File: config.mk
export PLATFORM = sky130hd
export DESIGN_NAME = axil_cfg_sequencer
export DESIGN_NICKNAME = d
export VERILOG_FILES = /design/src/rtl/global_buffer_param.sv /design/src/rtl/axil_cfg_sequencer.sv
export SDC_FILE = /design/constraint.sdc
export NUM_CORES = 1
export LEC_CHECK = 0
export CORE_ASPECT_RATIO = 0.8
export CORE_UTILIZATION = 40
export DETAILED_ROUTE_END_ITERATION = 7
export HOLD_SLACK_MARGIN = 0.08
export PLACE_DENSITY = 0.77
export RECOVER_POWER = 25
export SLEW_MARGIN = 20
export SYNTH_ARGS = -nofsm -noshare
export SYNTH_HDL_FRONTEND = slang
export SYNTH_SLANG_ARGS = --single-unit
File: constraint.sdc
create_clock -name clk -period 1.8 [get_ports clk]
set_clock_uncertainty 0.2 [all_clocks]
set_input_delay 0.36 -clock clk [delete_from_list [all_inputs] [get_ports clk]]
set_output_delay 0.36 -clock clk [all_outputs]
set_load 0.02 [all_outputs]
File: src/rtl/global_buffer_param.sv
// Shared CGRA global-buffer parameters: AXI widths, AXI response codes and
// the state encoding of the AXI4-lite configuration sequencer.
package global_buffer_param;

    localparam int CGRA_AXI_ADDR_WIDTH = 32;
    localparam int CGRA_AXI_DATA_WIDTH = 32;

    localparam logic [1:0] AXI_RESP_OKAY   = 2'b00;
    localparam logic [1:0] AXI_RESP_SLVERR = 2'b10;

    typedef enum logic [2:0] {
        IDLE,
        WR_REQ,
        WR_RESP,
        RD_REQ,
        RD_DATA,
        RSP,
        HUNG
    } cfg_seq_state_t;

endpackage

File: src/rtl/axil_cfg_sequencer.sv
// AXI4-lite single-outstanding configuration master. Accepts one read or
// write command at a time, runs it on the AXI bus with registered outputs,
// and returns one response. A stalled slave is abandoned after
// TIMEOUT_CYCLES and the sequencer parks in HUNG until reset.
module axil_cfg_sequencer
    import global_buffer_param::*;
#(
    parameter int ADDR_WIDTH     = CGRA_AXI_ADDR_WIDTH,
    parameter int DATA_WIDTH     = CGRA_AXI_DATA_WIDTH,
    parameter int TIMEOUT_CYCLES = 1023
) (
    input  logic                  clk,
    input  logic                  reset_n,

    input  logic                  cmd_valid,
    output logic                  cmd_ready,
    input  logic                  cmd_write,
    input  logic [ADDR_WIDTH-1:0] cmd_addr,
    input  logic [DATA_WIDTH-1:0] cmd_wdata,

    output logic                  rsp_valid,
    input  logic                  rsp_ready,
    output logic [DATA_WIDTH-1:0] rsp_rdata,
    output logic [1:0]            rsp_resp,
    output logic                  rsp_timeout,

    output logic [ADDR_WIDTH-1:0] awaddr,
    output logic                  awvalid,
    input  logic                  awready,
    output logic [DATA_WIDTH-1:0] wdata,
    output logic                  wvalid,
    input  logic                  wready,
    input  logic [1:0]            bresp,
    input  logic                  bvalid,
    output logic                  bready,
    output logic [ADDR_WIDTH-1:0] araddr,
    output logic                  arvalid,
    input  logic                  arready,
    input  logic [DATA_WIDTH-1:0] rdata,
    input  logic [1:0]            rresp,
    input  logic                  rvalid,
    output logic                  rready,

    output logic                  busy,
    output logic                  hung
);

    localparam int              CNT_W    = $clog2(TIMEOUT_CYCLES + 1);
    localparam logic [CNT_W-1:0] CNT_LAST = CNT_W'(TIMEOUT_CYCLES - 1);

    cfg_seq_state_t   state;
    logic [CNT_W-1:0] cnt;
    logic             aw_done;
    logic             w_done;
    logic             aw_fin;
    logic             w_fin;
    logic             timeout_hit;

    // Command acceptance and status are pure decodes of the state register.
    assign cmd_ready = (state == IDLE);
    assign busy      = (state != IDLE);

    // A channel counts as finished once its handshake happened, including this cycle.
    assign aw_fin      = aw_done | (awvalid & awready);
    assign w_fin       = w_done  | (wvalid  & wready);
    assign timeout_hit = (cnt == CNT_LAST);

    // Sequencer FSM: every AXI and response output is a register updated here.
    always_ff @(posedge clk or negedge reset_n) begin
        if (!reset_n) begin
            state       <= IDLE;
            cnt         <= '0;
            aw_done     <= 1'b0;
            w_done      <= 1'b0;
            awaddr      <= '0;
            awvalid     <= 1'b0;
            wdata       <= '0;
            wvalid      <= 1'b0;
            bready      <= 1'b0;
            araddr      <= '0;
            arvalid     <= 1'b0;
            rready      <= 1'b0;
            rsp_valid   <= 1'b0;
            rsp_rdata   <= '0;
            rsp_resp    <= AXI_RESP_OKAY;
            rsp_timeout <= 1'b0;
            hung        <= 1'b0;
        end else begin
            case (state)
                IDLE: begin
                    if (cmd_valid) begin
                        cnt <= '0;
                        if (cmd_write) begin
                            awaddr  <= cmd_addr;
                            wdata   <= cmd_wdata;
                            awvalid <= 1'b1;
                            wvalid  <= 1'b1;
                            aw_done <= 1'b0;
                            w_done  <= 1'b0;
                            state   <= WR_REQ;
                        end else begin
                            araddr  <= cmd_addr;
                            arvalid <= 1'b1;
                            state   <= RD_REQ;
                        end
                    end
                end
                WR_REQ, WR_RESP, RD_REQ, RD_DATA: begin
                    cnt <= cnt + CNT_W'(1);
                    if (timeout_hit) begin
                        awvalid     <= 1'b0;
                        wvalid      <= 1'b0;
                        bready      <= 1'b0;
                        arvalid     <= 1'b0;
                        rready      <= 1'b0;
                        rsp_valid   <= 1'b1;
                        rsp_rdata   <= '0;
                        rsp_resp    <= AXI_RESP_SLVERR;
                        rsp_timeout <= 1'b1;
                        state       <= RSP;
                    end else if (state == WR_REQ) begin
                        if (awvalid && awready) begin
                            awvalid <= 1'b0;
                            aw_done <= 1'b1;
                        end
                        if (wvalid && wready) begin
                            wvalid <= 1'b0;
                            w_done <= 1'b1;
                        end
                        if (aw_fin && w_fin) begin
                            bready <= 1'b1;
                            state  <= WR_RESP;
                        end
                    end else if (state == WR_RESP) begin
                        if (bvalid) begin
                            bready      <= 1'b0;
                            rsp_valid   <= 1'b1;
                            rsp_rdata   <= '0;
                            rsp_resp    <= bresp;
                            rsp_timeout <= 1'b0;
                            state       <= RSP;
                        end
                    end else if (state == RD_REQ) begin
                        if (arready) begin
                            arvalid <= 1'b0;
                            rready  <= 1'b1;
                            state   <= RD_DATA;
                        end
                    end else begin
                        if (rvalid) begin
                            rready      <= 1'b0;
                            rsp_valid   <= 1'b1;
                            rsp_rdata   <= rdata;
                            rsp_resp    <= rresp;
                            rsp_timeout <= 1'b0;
                            state       <= RSP;
                        end
                    end
                end
                RSP: begin
                    if (rsp_ready) begin
                        rsp_valid <= 1'b0;
                        if (rsp_timeout) begin
                            hung  <= 1'b1;
                            state <= HUNG;
                        end else begin
                            state <= IDLE;
                        end
                    end
                end
                HUNG: begin
                    hung <= 1'b1;
                end
                default: begin
                    state <= IDLE;
                end
            endcase
        end
    end

endmodule

==> results by group, run 1 <==
Run status
  • Status: finished with violations
  • Failing checks: setup timing

GRT
  • Initial antenna violation count: 0
  • Grt ovf: 0
  • Total GRT Usage: 26.6%
  • First-pass GRT wire length: around 33000 um
  • Largest net degree at the start of global routing: 47
  • Vias in the first global route: just under 6000

Placement
  • Dpl ws: -0.520 ns
  • Inst Count DP: between 1000 and 1500
  • Placer Congestion: 0.832
  • DP HPWL: 13400 um
  • I/O Buffers: about 250

Timing
  • Setup WS post-layout: -0.270 ns
  • Worst Tran Pin Value: 0.679 ns
  • Fin. max-slew vios: 0
  • Crit path time final: 2.07 ns
  • Setup TNS: -24.59 ns
  • Setup Viol. Count Final: approximately 150
  • Slew HR: 54.7%
  • RSZ-0062 raised after global routing: true
  • Fmax: between 400 and 500 MHz
  • Final number of hold-violating endpoints: 0
  • Period Utilization, post-route: 115%

Clocking
  • H-tree depth: 4
  • Clk sinks: about 150
  • CTS Buffer Depth: 2
  • CTS clk-pin slew, worst paths: 0.06 ns
  • TritonCTS clock tree: yes
  • Worst skew pair latency: 0.43 ns
  • CTS Buf Count: 17
  • Clock root buffer: clkbuf_16

Synthesis
  • Yosys reg bits: ~150
  • Synth Flop Type: dfrtp_1
  • Syn avg cell area: roughly 13 um^2
  • Synth area leaders: dfrtp_1 (59%), mux2_2 (9.4%), mux2_4 (8.8%)
  • Post-synth EDFFs: 0
  • Net Count, Synth: 623
  • Post-synth top area share: 58.9%
  • Synthesis Warnings: 0
  • Mapped Cells: just over 500
  • Synth area leader: dfrtp_1
  • Sequential share of the synthesized area: between 50 and 60%
  • Netlist cell types: 50
  • Async SR Flop Fraction: 100%
  • Synthesized cell area: ~6500 um^2

Critical path
  • Reg2reg setup slack: -0.27 ns
  • Crit path DAT: between 2 and 2.5 ns
  • Reg-to-reg startpoint: state[0]
  • Worst EP required: about 1.9 ns
  • Worst reg2reg path depth: 7
  • RR Endpoint: araddr[20]
  • Max Fanout on Critical Path: 9
  • CP startpoint kind: flop
  • Crit. End Element: flop
  • WS Path Type: reg2reg

Drt
  • 1st-pass router iterations: 5
  • DRC Markers: 0
  • Via density: approximately 5
  • Final wirelength: 22400 um
  • WL/cell: 20.6 um
  • DRT iter0 DRCs: 326
  • Antenna Violating Nets Remaining: 0
  • DR vias: 5584

Cells and area
  • Layout cells sized above 1: between 30% and 40%
  • Most common cell after layout, fill and taps aside: dfrtp_1
  • Commonest cells after routing, fill and taps aside: dfrtp_1 (150), dlygate4sd2_1 (132), clkdlybuf4s50_1 (108), mux2_4 (62), nand2_1 (62)
  • # diodes: 0
  • Layout overhead on the synthesized area: 72.9%
  • Final Util: slightly above 70%
  • Nets: roughly 970
  • Non-Filler Instances: ~1100

Floorplanning
  • Die height: ~120 um
  • Die X: roughly 140 um
  • IO Count: 250
  • Area of the core: approximately 16000 um^2
  • Die area: 16800 um^2
  • Row Count: 41
  • Initial Util: 41.1%

Power
  • Clock share of power: between 10% and 20%
  • Peak supply drop: approximately 0.00094 V
  • P_leak: ~5.5 nW
  • Power Internal: about 0.012 W
  • Cell Pwr Density: approximately 1800 nW/um^2
  • Psw: 0.00770 W
  • Net Sw Frac: between 30% and 40%
  • Combinational power share: between 50% and 60%
  • Seq pwr share: about 30%

Min path
  • Hold EP: rsp_rdata[7]
  • Hold Crit Start: rdata[7]
  • Hold Crit Depth: 3
  • Hold Crit Class: in2reg

Flow run
  • Maxcap violations: 0
## registers in the layout (all words and copies together), names as in the netlist, 2 cells and up
register,flops
cnt,10
wdata,32
rsp_resp,2
rsp_rdata,32
state,3
araddr,32
awaddr,32
## logic make-up after synthesis
logic type | after synthesis | synth area share [%]
buffers and inverters | 36 | 3.56
AOI/OAI and AO/OA | 80 | 7.20
and+or+nand+nor | 134 | 9.67
muxes | 98 | 19.1
adders and majority gates | 2 | 0.385
xor gates and xnor gates | 8 | 1.08
DFF | 153 | 58.9
## repair_timing
item | in CTS | in global routing
gates resized for setup | 258 | 71
endpoints found under the setup margin | 287 | 157
pin swaps | 17 | 19
hold endpoints to repair | 130 | 0
setup buffers | 26 | 18
cloned | 12 | 6
hold buffers | 1 | 0
## critical path: stages, from the launching register on
cell and delay, ns:
dfrtp_1 0.41, nor3_4 0.23, buf_4 0.15, and2_4 0.14, nor2b_4 0.19, buf_4 0.14, buf_12 0.13, mux2_2 0.35
## cell usage after synthesis, types with 5 or more instances
library cell	number
a21oi_1	19
buf_2	11
buf_6	10
clkbuf_1	6
dfrtp_1	153
inv_1	6
mux2_2	54
mux2_4	38
nand2_1	74
nand3_1	5
nand4_1	6
nor2_1	20
o21ai_0	37
xor2_1	7
## layer usage
layer	wire length [um]	part of all wire (%)	GRT usage, %	vias to the layer above
met5	0	0	0	-
met4	795	3.6	13.4	0
met3	1540	6.9	6.82	51
met2	11500	51	47.0	221
met1	8540	38	29.8	2821
li1	-	-	-	2491
## stage by stage
stage               hold WS, ns  power [W]  instance area (um^2)
floorplan                -0.136     0.0107                  6550
global placement          0.128     0.0149                  9600
detailed placement        0.138     0.0153                  9600
CTS                       0.257     0.0194                 10900
global route              0.266     0.0211                 11200
finish                    0.272     0.0201                 11200
## final cells by class
type / count / area, um^2
Fill cell: 1106 / 4570
Sequential cell: 153 / 3830
Timing Repair Buffer: 358 / 3640
Multi-Input combinational cell: 323 / 2850
Clock buffer: 19 / 443
Tap cell: 215 / 269
Clock inverter: 13 / 170
Inverter: 6 / 22.5
## worst max path at each step
stage / startpoint / end / slack, ns
finish: state[0] / araddr[20] / -0.27
global route: state[0] / araddr[18] / -0.35
detailed placement: wready / state[0] / -0.52
CTS: state[0] / araddr[5] / -0.28
floorplan: state[2] / araddr[10] / -0.32
global placement: wready / state[0] / -0.48
## power groups by stage
stage,sequential (W),combinational [W],clock (W)
detailed placement,0.00597,0.00932,0
global route,0.00613,0.0111,0.00391
global placement,0.00583,0.00910,0
floorplan,0.00767,0.00304,0
finish,0.00596,0.0104,0.00370
CTS,0.00589,0.00975,0.00375
Note: power is estimated with default switching activity, not from simulation.
==> inputs of run 2 (changes only) <==
Settings changed: MAX_ROUTING_LAYER set to met4.
==> results by group, run 2 (synthesis gave the netlist of run 1 again) <==
Timing
  • Slew HR: between 50 and 60%
  • Fin. max-slew vios: 0
  • Setup Viol. Count Final: 150
  • Final number of hold-violating endpoints: 0
  • Worst Tran Pin Value: about 0.68 ns
  • Hold_ws: roughly 0.27 ns
  • Setup WS post-layout: -0.274 ns
  • RSZ-0062 raised after global routing: true
  • Setup TNS: -25.22 ns
  • Period Utilization, post-route: 115%
  • Crit path time final: ~2.1 ns
  • Fmax: between 400 and 500 MHz

Drt
  • Via density: ~5.1
  • WL/cell: 20.9 um
  • DR vias: 5603
  • Antenna Violating Nets Remaining: 0
  • DRC Markers: 0
  • Final wirelength: between 20000 and 25000 um
  • 1st-pass router iterations: 5
  • DRT iter0 DRCs: just under 300

Power
  • Peak supply drop: approximately 0.00094 V
  • P_leak: 5.55 nW
  • Cell Pwr Density: between 1500 and 2000 nW/um^2

Cells and area
  • Layout fillers: 1071
  • Most common cell after layout, fill and taps aside: dfrtp_1
  • Non-Filler Instances: approximately 1100
  • # diodes: 0
  • Register area: approximately 3800 um^2
  • Nets: 980
  • Area taken by multi-input logic gates: roughly 2900 um^2
  • Layout overhead on the synthesized area: 75.4%
  • Layout cells sized above 1: around 37%
  • Commonest cells after routing, fill and taps aside: dfrtp_1 (150), dlygate4sd2_1 (130), clkdlybuf4s50_1 (108), buf_4 (64), mux2_4 (62)
  • Final Util: approximately 72%

Placement
  • I/O Buffers: roughly 250
  • Inst Count DP: around 1000
  • Placer Congestion: between 0.8 and 0.9
  • DP HPWL: around 13000 um

Clocking
  • CTS Buf Count: 17
  • TritonCTS clock tree: yes
  • CTS clk-pin slew, worst paths: approximately 0.060 ns
  • Clock root buffer: clkbuf_16
  • Worst skew pair latency: about 0.42 ns
  • Clk sinks: 153
  • H-tree depth: 4
  • CTS Buffer Depth: 2

Floorplanning
  • Die height: approximately 120 um
  • Die area: about 17000 um^2
  • Area of the core: about 16000 um^2
  • Die X: ~140 um
  • Row Count: 41
  • IO Count: 250
  • Initial Util: between 40 and 50%

Min path
  • Hold Crit Start: rdata[20]
  • Hold Crit Class: in2reg
  • Hold Crit Depth: 3
  • Hold EP: rsp_rdata[20]

Critical path
  • WS Path Type: reg2reg
  • Reg-to-reg startpoint: state[0]
  • Crit-path max cell delay: ~0.41 ns
  • Reg2reg setup slack: -0.27 ns
  • CP startpoint kind: flop
  • CP dominant cell by count: buf_4
  • Critical path's slowest cell: dfrtp_1
  • Crit. End Element: flop
  • Worst Setup SP: state[0]
  • Max Fanout on Critical Path: 9
  • RR Endpoint: araddr[20]
  • Crit path DAT: 2.18 ns
  • Worst EP required: between 1.5 and 2 ns
  • Worst reg2reg path depth: 7
  • Critical-path cell list: nor3_4, buf_4, and2_4, nor2b_4, buf_4, buf_12, mux2_2
  • Buf/Inv on CP: 3
  • CP delay by family, top: simple AND/OR/NAND/NOR gates

GRT
  • First-pass GRT wire length: 32900 um
  • Initial antenna violation count: 0
  • Grt ovf: 0
  • Total GRT Usage: between 20 and 30%
  • Vias in the first global route: 5755
  • Largest net degree at the start of global routing: 47

Flow run
  • Maxcap violations: 0

Run status
  • Status: finished with violations
  • Failing checks: setup timing
run 2: cell count changes in the layout (fill, tap and decap cells not counted), moves of 3 or more:
cell / before / now
nand2_4: 3 / 7
o21ai_0: 14 / 7
buf_16: 6 / 3
nand2_1: 62 / 56
clkbuf_16: 21 / 24
buf_6: 23 / 20
buf_4: 57 / 64
buf_12: 13 / 18
o21ai_1: 13 / 20
run 2: through the flow:
step | setup WS, ns | total power [W] | area (um^2)
2_1_floorplan | -0.319 | 0.0107 | 6550
3_3_place_gp | -0.481 | 0.0149 | 9600
3_5_place_dp | -0.520 | 0.0153 | 9600
4_1_cts | -0.276 | 0.0194 | 10900
5_1_grt | -0.353 | 0.0215 | 11400
6_report | -0.274 | 0.0205 | 11400
run 2: worst max path at each step:
stage | cells past startpoint | slack (ns) | end
floorplan | 7 | -0.32 | araddr[10]
global placement | 6 | -0.48 | state[0]
detailed placement | 6 | -0.52 | state[0]
CTS | 8 | -0.28 | araddr[5]
global route | 7 | -0.35 | araddr[18]
finish | 7 | -0.27 | araddr[20]
run 2: routing by layer:
metal / track usage, % / wire length, um / vias to the layer above
met5: - / 0 / -
met4: 12.8 / 753 / 0
met3: 7.23 / 1540 / 50
met2: 47.0 / 11800 / 230
met1: 29.8 / 8790 / 2818
li1: - / - / 2505
run 2: worst reg2reg max path: stages (launching register included):
cell and delay (ns):
dfrtp_1 0.41, nor3_4 0.23, buf_4 0.15, and2_4 0.14
nor2b_4 0.20, buf_4 0.15, buf_12 0.13, mux2_2 0.36
run 2: final cells by class:
| type | instances | area share (%) |
|---|---|---|
| flip-flops and latches | 153 | 33.6 |
| repair buffers | 367 | 32.9 |
| multi-input cells | 323 | 25.5 |
| clock buffers | 19 | 3.89 |
| well taps | 215 | 2.36 |
| clock inverters | 13 | 1.49 |
| inverters | 6 | 0.198 |
run 2: timing repair:
| item | in CTS | in global routing |
|---|---|---|
| buffers inserted | 26 | 27 |
| endpoints found under the setup margin | 287 | 157 |
| gates cloned | 12 | 9 |
| endpoints found under the hold margin | 130 | 0 |
| gates resized for setup | 258 | 108 |
| pin swaps | 17 | 26 |
| hold buffers | 1 | 0 |
run 2: where the power goes:
group          switching, W  internal [W]  total [W]
clock network       0.00147       0.00223    0.00371
logic               0.00541       0.00536     0.0108
registers          0.000973       0.00502    0.00600
total               0.00786        0.0126     0.0205
